<file path="config.mk">
export PLATFORM = sky130hd
export DESIGN_NAME = alu_frame_ctrl
export DESIGN_NICKNAME = d
export VERILOG_FILES = /design/src/rtl/alu_uart_pkg.sv /design/src/rtl/frame_timeout.sv /design/src/rtl/alu_frame_ctrl.sv
export SDC_FILE = /design/constraint.sdc
export NUM_CORES = 1
export LEC_CHECK = 0
export BUFFER_PORTS_ARGS = -buffer_cell sky130_fd_sc_hd__buf_4
export CELL_PAD_IN_SITES_DETAIL_PLACEMENT = 0
export CELL_PAD_IN_SITES_GLOBAL_PLACEMENT = 1
export CORE_MARGIN = 8
export CORE_UTILIZATION = 39
export CTS_BUF_LIST = sky130_fd_sc_hd__clkbuf_4 sky130_fd_sc_hd__clkbuf_8
export CTS_CLUSTER_SIZE = 12
export DETAILED_ROUTE_END_ITERATION = 10
export PLACE_DENSITY = 0.76
export SYNTH_ARGS = -nofsm -noshare
export SYNTH_HDL_FRONTEND = slang
export SYNTH_SLANG_ARGS = --single-unit
</file>
<file path="constraint.sdc">
create_clock -name clk -period 2.6 [get_ports clk]
set_input_delay 0.39 -clock clk [delete_from_list [all_inputs] [get_ports clk]]
set_output_delay 0.39 -clock clk [all_outputs]
set_load 0.05 [all_outputs]
</file>
<file path="src/rtl/alu_uart_pkg.sv">
// Shared definitions for the UART <-> ALU framed command controller.
package alu_uart_pkg;

  // Controller states
  typedef enum logic [2:0] {
    S_IDLE    = 3'd0,
    S_GET_A   = 3'd1,
    S_GET_B   = 3'd2,
    S_GET_OP  = 3'd3,
    S_GET_CHK = 3'd4,
    S_EXEC    = 3'd5,
    S_SEND    = 3'd6,
    S_WAIT    = 3'd7
  } state_t;

  localparam logic [7:0] SYNC_BYTE   = 8'hAA;
  localparam logic [7:0] RESP_BYTE   = 8'h55;
  localparam logic [7:0] ST_OK       = 8'h00;
  localparam logic [7:0] ST_BADCHK   = 8'hE1;
  localparam logic [7:0] LED_TIMEOUT = 8'hEE;

  // Response frame byte for a given position: RESP, RESULT, STATUS.
  function automatic logic [7:0] resp_byte(input logic [1:0] idx,
                                           input logic [7:0] result,
                                           input logic [7:0] status);
    case (idx)
      2'd0:    resp_byte = RESP_BYTE;
      2'd1:    resp_byte = result;
      default: resp_byte = status;
    endcase
  endfunction

endpackage

</file>
<file path="src/rtl/frame_timeout.sv">
// Inter-byte watchdog: reloads on clear, counts down while enabled and
// flags expiry when the count has run out during an enabled cycle.
module frame_timeout #(
  parameter int TIMEOUT_CYC = 100000
) (
  input  logic clk,
  input  logic reset,
  input  logic i_clr,
  input  logic i_en,
  output logic o_expire
);

  localparam int W = (TIMEOUT_CYC > 2) ? $clog2(TIMEOUT_CYC) : 1;
  localparam logic [W-1:0] LOAD = W'(TIMEOUT_CYC - 1);

  logic [W-1:0] r_cnt;

  // Reload on clear; otherwise count down toward zero while enabled.
  always_ff @(posedge clk) begin
    if (!reset)                    r_cnt <= '0;
    else if (i_clr)                r_cnt <= LOAD;
    else if (i_en && r_cnt != '0)  r_cnt <= r_cnt - W'(1);
  end

  // A zero count seen in an enabled cycle marks TIMEOUT_CYC idle cycles.
  assign o_expire = i_en && (r_cnt == '0);

endmodule

</file>
<file path="src/rtl/alu_frame_ctrl.sv">
// Framed command controller: parses SYNC,A,B,OP,CHK from the UART,
// drives the ALU operands, and answers with RESP,RESULT,STATUS.
module alu_frame_ctrl
  import alu_uart_pkg::*;
#(
  parameter int TIMEOUT_CYC = 100000
) (
  input  logic       clk,
  input  logic       reset,
  input  logic       rx_done,
  input  logic [7:0] from_rx,
  input  logic       tx_done,
  input  logic [7:0] from_alu,
  output logic [7:0] num_a,
  output logic [7:0] num_b,
  output logic [7:0] opcode,
  output logic [7:0] to_tx,
  output logic       tx_start,
  output logic [7:0] leds,
  output logic       busy
);

  state_t     r_state, w_next;
  logic [7:0] r_stage_a, r_stage_b, r_stage_op;
  logic [7:0] r_num_a, r_num_b, r_opcode;
  logic [7:0] r_result, r_status, r_to_tx, r_leds;
  logic [1:0] r_idx;

  logic w_in_get, w_expire, w_to_clr;
  logic w_take_a, w_take_b, w_take_op, w_chk_ok, w_chk_bad;
  logic w_exec, w_adv, w_done, w_tmo;
  logic [7:0] w_chk;

  assign w_in_get = (r_state == S_GET_A) || (r_state == S_GET_B) ||
                    (r_state == S_GET_OP) || (r_state == S_GET_CHK);
  assign w_chk    = r_stage_a ^ r_stage_b ^ r_stage_op;

  frame_timeout #(.TIMEOUT_CYC(TIMEOUT_CYC)) u_timeout (
    .clk      (clk),
    .reset    (reset),
    .i_clr    (w_to_clr),
    .i_en     (w_in_get),
    .o_expire (w_expire)
  );

  // State register
  always_ff @(posedge clk) begin
    if (!reset) r_state <= S_IDLE;
    else        r_state <= w_next;
  end

  // Next state and datapath strobes; a byte arriving in the expiry cycle wins.
  always_comb begin
    w_next    = r_state;
    w_to_clr  = 1'b0;
    w_take_a  = 1'b0;
    w_take_b  = 1'b0;
    w_take_op = 1'b0;
    w_chk_ok  = 1'b0;
    w_chk_bad = 1'b0;
    w_exec    = 1'b0;
    w_adv     = 1'b0;
    w_done    = 1'b0;
    w_tmo     = 1'b0;
    case (r_state)
      S_IDLE: if (rx_done && from_rx == SYNC_BYTE) begin
        w_to_clr = 1'b1;
        w_next   = S_GET_A;
      end
      S_GET_A: if (rx_done) begin
        w_to_clr = 1'b1; w_take_a = 1'b1; w_next = S_GET_B;
      end else if (w_expire) begin
        w_tmo = 1'b1; w_next = S_IDLE;
      end
      S_GET_B: if (rx_done) begin
        w_to_clr = 1'b1; w_take_b = 1'b1; w_next = S_GET_OP;
      end else if (w_expire) begin
        w_tmo = 1'b1; w_next = S_IDLE;
      end
      S_GET_OP: if (rx_done) begin
        w_to_clr = 1'b1; w_take_op = 1'b1; w_next = S_GET_CHK;
      end else if (w_expire) begin
        w_tmo = 1'b1; w_next = S_IDLE;
      end
      S_GET_CHK: if (rx_done) begin
        w_to_clr = 1'b1;
        if (from_rx == w_chk) begin
          w_chk_ok = 1'b1; w_next = S_EXEC;
        end else begin
          w_chk_bad = 1'b1; w_next = S_SEND;
        end
      end else if (w_expire) begin
        w_tmo = 1'b1; w_next = S_IDLE;
      end
      S_EXEC: begin
        w_exec = 1'b1; w_next = S_SEND;
      end
      S_SEND: w_next = S_WAIT;
      S_WAIT: if (tx_done) begin
        if (r_idx == 2'd2) begin
          w_done = 1'b1; w_next = S_IDLE;
        end else begin
          w_adv = 1'b1; w_next = S_SEND;
        end
      end
      default: w_next = S_IDLE;
    endcase
  end

  // Datapath: staging, operand commit, response byte load on entry to SEND.
  always_ff @(posedge clk) begin
    if (!reset) begin
      r_stage_a  <= '0;
      r_stage_b  <= '0;
      r_stage_op <= '0;
      r_num_a    <= '0;
      r_num_b    <= '0;
      r_opcode   <= '0;
      r_result   <= '0;
      r_status   <= '0;
      r_to_tx    <= '0;
      r_leds     <= '0;
      r_idx      <= '0;
    end else begin
      if (w_take_a)  r_stage_a  <= from_rx;
      if (w_take_b)  r_stage_b  <= from_rx;
      if (w_take_op) r_stage_op <= from_rx;
      if (w_chk_ok) begin
        r_num_a  <= r_stage_a;
        r_num_b  <= r_stage_b;
        r_opcode <= r_stage_op;
        r_status <= ST_OK;
      end
      if (w_chk_bad) begin
        r_result <= 8'h00;
        r_status <= ST_BADCHK;
        r_idx    <= 2'd0;
        r_to_tx  <= RESP_BYTE;
      end
      if (w_exec) begin
        r_result <= from_alu;
        r_idx    <= 2'd0;
        r_to_tx  <= RESP_BYTE;
      end
      if (w_adv) begin
        r_idx   <= r_idx + 2'd1;
        r_to_tx <= resp_byte(r_idx + 2'd1, r_result, r_status);
      end
      if (w_done) r_leds <= (r_status == ST_OK) ? r_result : r_status;
      if (w_tmo)  r_leds <= LED_TIMEOUT;
    end
  end

  assign num_a    = r_num_a;
  assign num_b    = r_num_b;
  assign opcode   = r_opcode;
  assign to_tx    = r_to_tx;
  assign leds     = r_leds;
  assign tx_start = (r_state == S_SEND);
  assign busy     = (r_state != S_IDLE);

endmodule
</file>
==> impl_metrics.tcl <==
set metrics [dict create \
    power_density_nw_per_um2 576 \
    dieWidth_microns 118 \
    rsz0062_at_grt "no" \
    synth_cell_types 41 \
    period_minus_slack_ns 2.42 \
    yosys.area.top_type "dfxtp_1" \
    dp.cells 644 \
    postCtsResizedCells 0 \
    overflow 0 \
    fin_crit_sh_pct 93.2 \
    fin_area_sq_um 4880 \
    synth_edf_count 0 \
    cts_made_buffers 9 \
    async_flop_share_pct 0 \
    via_count 3372 \
    synth_top_area_share_pct 46.5 \
    skew_ns 0.0115 \
    dp_hpwl_microns 7050 \
    gp_congestion 0.823 \
    cts_tree "yes" \
    critPathMaxFanout 7 \
    first_global_vias 3257 \
    rr_endpoint "u_timeout.r_cnt[9]$_SDFFE_PN0P_" \
    cp_top_family "simple AND/OR/NAND/NOR gates" \
    crit_start "u_timeout.r_cnt[0]$_SDFFE_PN0P_" \
    vdd_drop_max_v 0.000216 \
    syn_nets 495 \
    cts_root_buf "clkbuf_8" \
    setup_viol 0 \
    crit_slowest_cell "or4_1" \
    vias_per_cell 5.11 \
    worstHoldPathType "input pin to flop" \
    cp.depth 8 \
    status "finished, final reports clean" \
    fill_cells 1036 \
    grt_usage_pct 13.9 \
    pin_count 62 \
    tns_ns 0 \
    placed_cell_area_sq_um 4660 \
    timing.critical_path.to "u_timeout.r_cnt[9]$_SDFFE_PN0P_" \
    utilization_pct 47.7 \
    core_sq_um 10200 \
    critPathKind "flop to flop" \
    ys_seq_area_share_pct 46.5 \
    rows 37 \
    area_delta_synth_final_pct 19.3 \
    r2r_slack_ns 0.18 \
    dp_worst_setup_slack_ns 0.187 \
    synthCells 470 \
    clk_pin_slew_ns 0.09 \
    worstMarginPinSlew_ns 0.591 \
    yosys_warnings 0 \
    dieArea_sq_um 14000 \
    r2r_cells 8 \
    grt_max_degree 39 \
    hold_viol 0 \
    synth_area_leaders "dfxtp_1 47%, xnor2_1 7.5%, a21oi_1 4.9%" \
    port_buffers 61 \
    r2r_start "u_timeout.r_cnt[0]$_SDFFE_PN0P_" \
    clock_latency_ns 0.36 \
    ctsHtreeMaxLevel 3 \
    n_antenna_cell 0 \
    clockBufferDepth 2 \
    seq_area_sq_um 1900 \
    dr.pass1.iters 4 \
    crit_chain "inv_1 > ha_1 > or4b_2 > or4_1 > nand4_2 > nor3_1 > xnor2_1 > a21oi_1" \
    cap_viol_max_count 0 \
    cp.required_ns 2.84 \
    ys_ff_latch 95 \
    nets 544 \
    netlist_area_sq_um 4090 \
    ant_nets 0 \
    die_y_microns 118 \
    start_util_pct 40.0 \
    relSlewSlack_pct 60.4 \
    startpoint_type "flop" \
    maxSlewViolCount 0 \
    fmax_mhz 413 \
    layout_setup_ws_ns 0.176 \
    crit_arrival_ns 2.66 \
    multi_input_area_sq_um 2050 \
    final_cells 660 \
    crit_buf_inv 1 \
    wirelength_microns 9700 \
    drcViolationCount 0 \
    yosysMostFrequentCell "dfxtp_1" \
    cts_setup_buffers 0 \
    numClockSinks 95 \
    synth_common_cells "95 x dfxtp_1, 53 x nand2_1, 41 x nor2_1, 40 x a21oi_1, 35 x xnor2_1" \
    critPathCaptureType "flop" \
    routedWlPerCell_microns 14.7 \
    syn_avg_cell_area_sq_um 8.70 \
    grt_pass1_wl_microns 16200 \
    antenna_found_initial 0 \
    drive_above_1_share_pct 19.3 \
    ys.flop_type "dfxtp_1" \
    hold_buffers 0 \
    max_stage_delay_ns 0.57 \
    dr.first_iter.drc_count 154 \
    cellLeakagePower_nw 1.80 \
]
-- registers in the layout, indices dropped and copies added, names as in the netlist --
signal	count
r_stage_a	8
r_stage_op	8
r_idx	2
u_timeout.r_cnt	17
r_state	3
r_status	1
r_result	8
leds	8
r_stage_b	8
num_a	8
to_tx	8
opcode	8
num_b	8
-- cells by family after synthesis --
kind of cell	synth area share, %
XOR/XNOR	8.78
buffers and inverters	3.31
AND/OR/NAND/NOR	21.8
adder cells (fa/ha/maj)	1.53
AO/OA/AOI/OAI	14.2
flip-flops	46.5
multiplexers	3.92
-- routing by layer --
layer | vias up | share of wire, % | GRT usage [%]
met5 | - | 0 | 0
met4 | 0 | 1.7 | 5.38
met3 | 17 | 4.3 | 4.28
met2 | 60 | 46 | 21.8
met1 | 1556 | 48 | 17.6
li1 | 1739 | - | -
-- how the worst min path moves through the flow --
stage | from | to | slack, ns | depth (start not counted)
2_1_floorplan | r_stage_b[1]$_SDFFE_PN0P_ | num_b[1]$_SDFFE_PN0P_ | 0.46 | 2
3_3_place_gp | to_tx[3]$_SDFFE_PN0P_ | to_tx[3]$_SDFFE_PN0P_ | 0.46 | 2
3_5_place_dp | num_b[3]$_SDFFE_PN0P_ | num_b[3]$_SDFFE_PN0P_ | 0.46 | 2
4_1_cts | from_alu[1] | r_result[1]$_SDFFE_PN0P_ | 0.21 | 2
5_1_grt | from_alu[2] | r_result[2]$_SDFFE_PN0P_ | 0.21 | 2
6_report | from_alu[6] | r_result[6]$_SDFFE_PN0P_ | 0.23 | 2
-- per-stage QoR --
step                      total power [mW]  hold slack [ns]
after detailed placement              1.76            0.465
final                                 2.81            0.230
after global placement                1.75            0.461
after CTS                             2.85            0.209
after floorplan                       1.69            0.460
after global routing                  2.94            0.209
-- power breakdown --
part	switching (mW)	internal, mW	leakage (nW)
logic	0.142	0.0935	0.922
registers	0.0173	1.47	0.766
clock network	0.500	0.586	0.112
total	0.659	2.15	1.80
-- placed cells by master (no fill, tap or decap), types with 2 or more instances in the layout --
master / count
mux2i_1: 16
nor3_1: 14
xnor2_1: 35
clkbuf_8: 9
xor2_1: 6
o31ai_1: 2
nor3_2: 2
inv_1: 5
ha_1: 5
o22ai_1: 3
nand4_1: 3
or3_1: 8
nand3_1: 32
nand3b_1: 3
buf_4: 68
nand2_1: 53
or4_4: 2
a22o_1: 8
nor2b_1: 2
o21ai_0: 33
o32ai_1: 2
or4_1: 3
and3_1: 2
a21oi_1: 40
or2_2: 2
a22oi_1: 2
clkbuf_4: 4
o221a_2: 4
a31o_2: 2
nor3b_1: 5
nor2_1: 41
bufinv_16: 2
dfxtp_1: 95
-- cell type report --
cell class,instances,share of cell area (%)
Multi-Input combinational cell,339,42.0
Inverter,6,0.462
Sequential cell,95,39.0
Clock inverter,3,1.39
Tap cell,136,3.49
Timing Repair Buffer,68,10.5
Clock buffer,13,3.16
(Power assumes the default switching activity.)
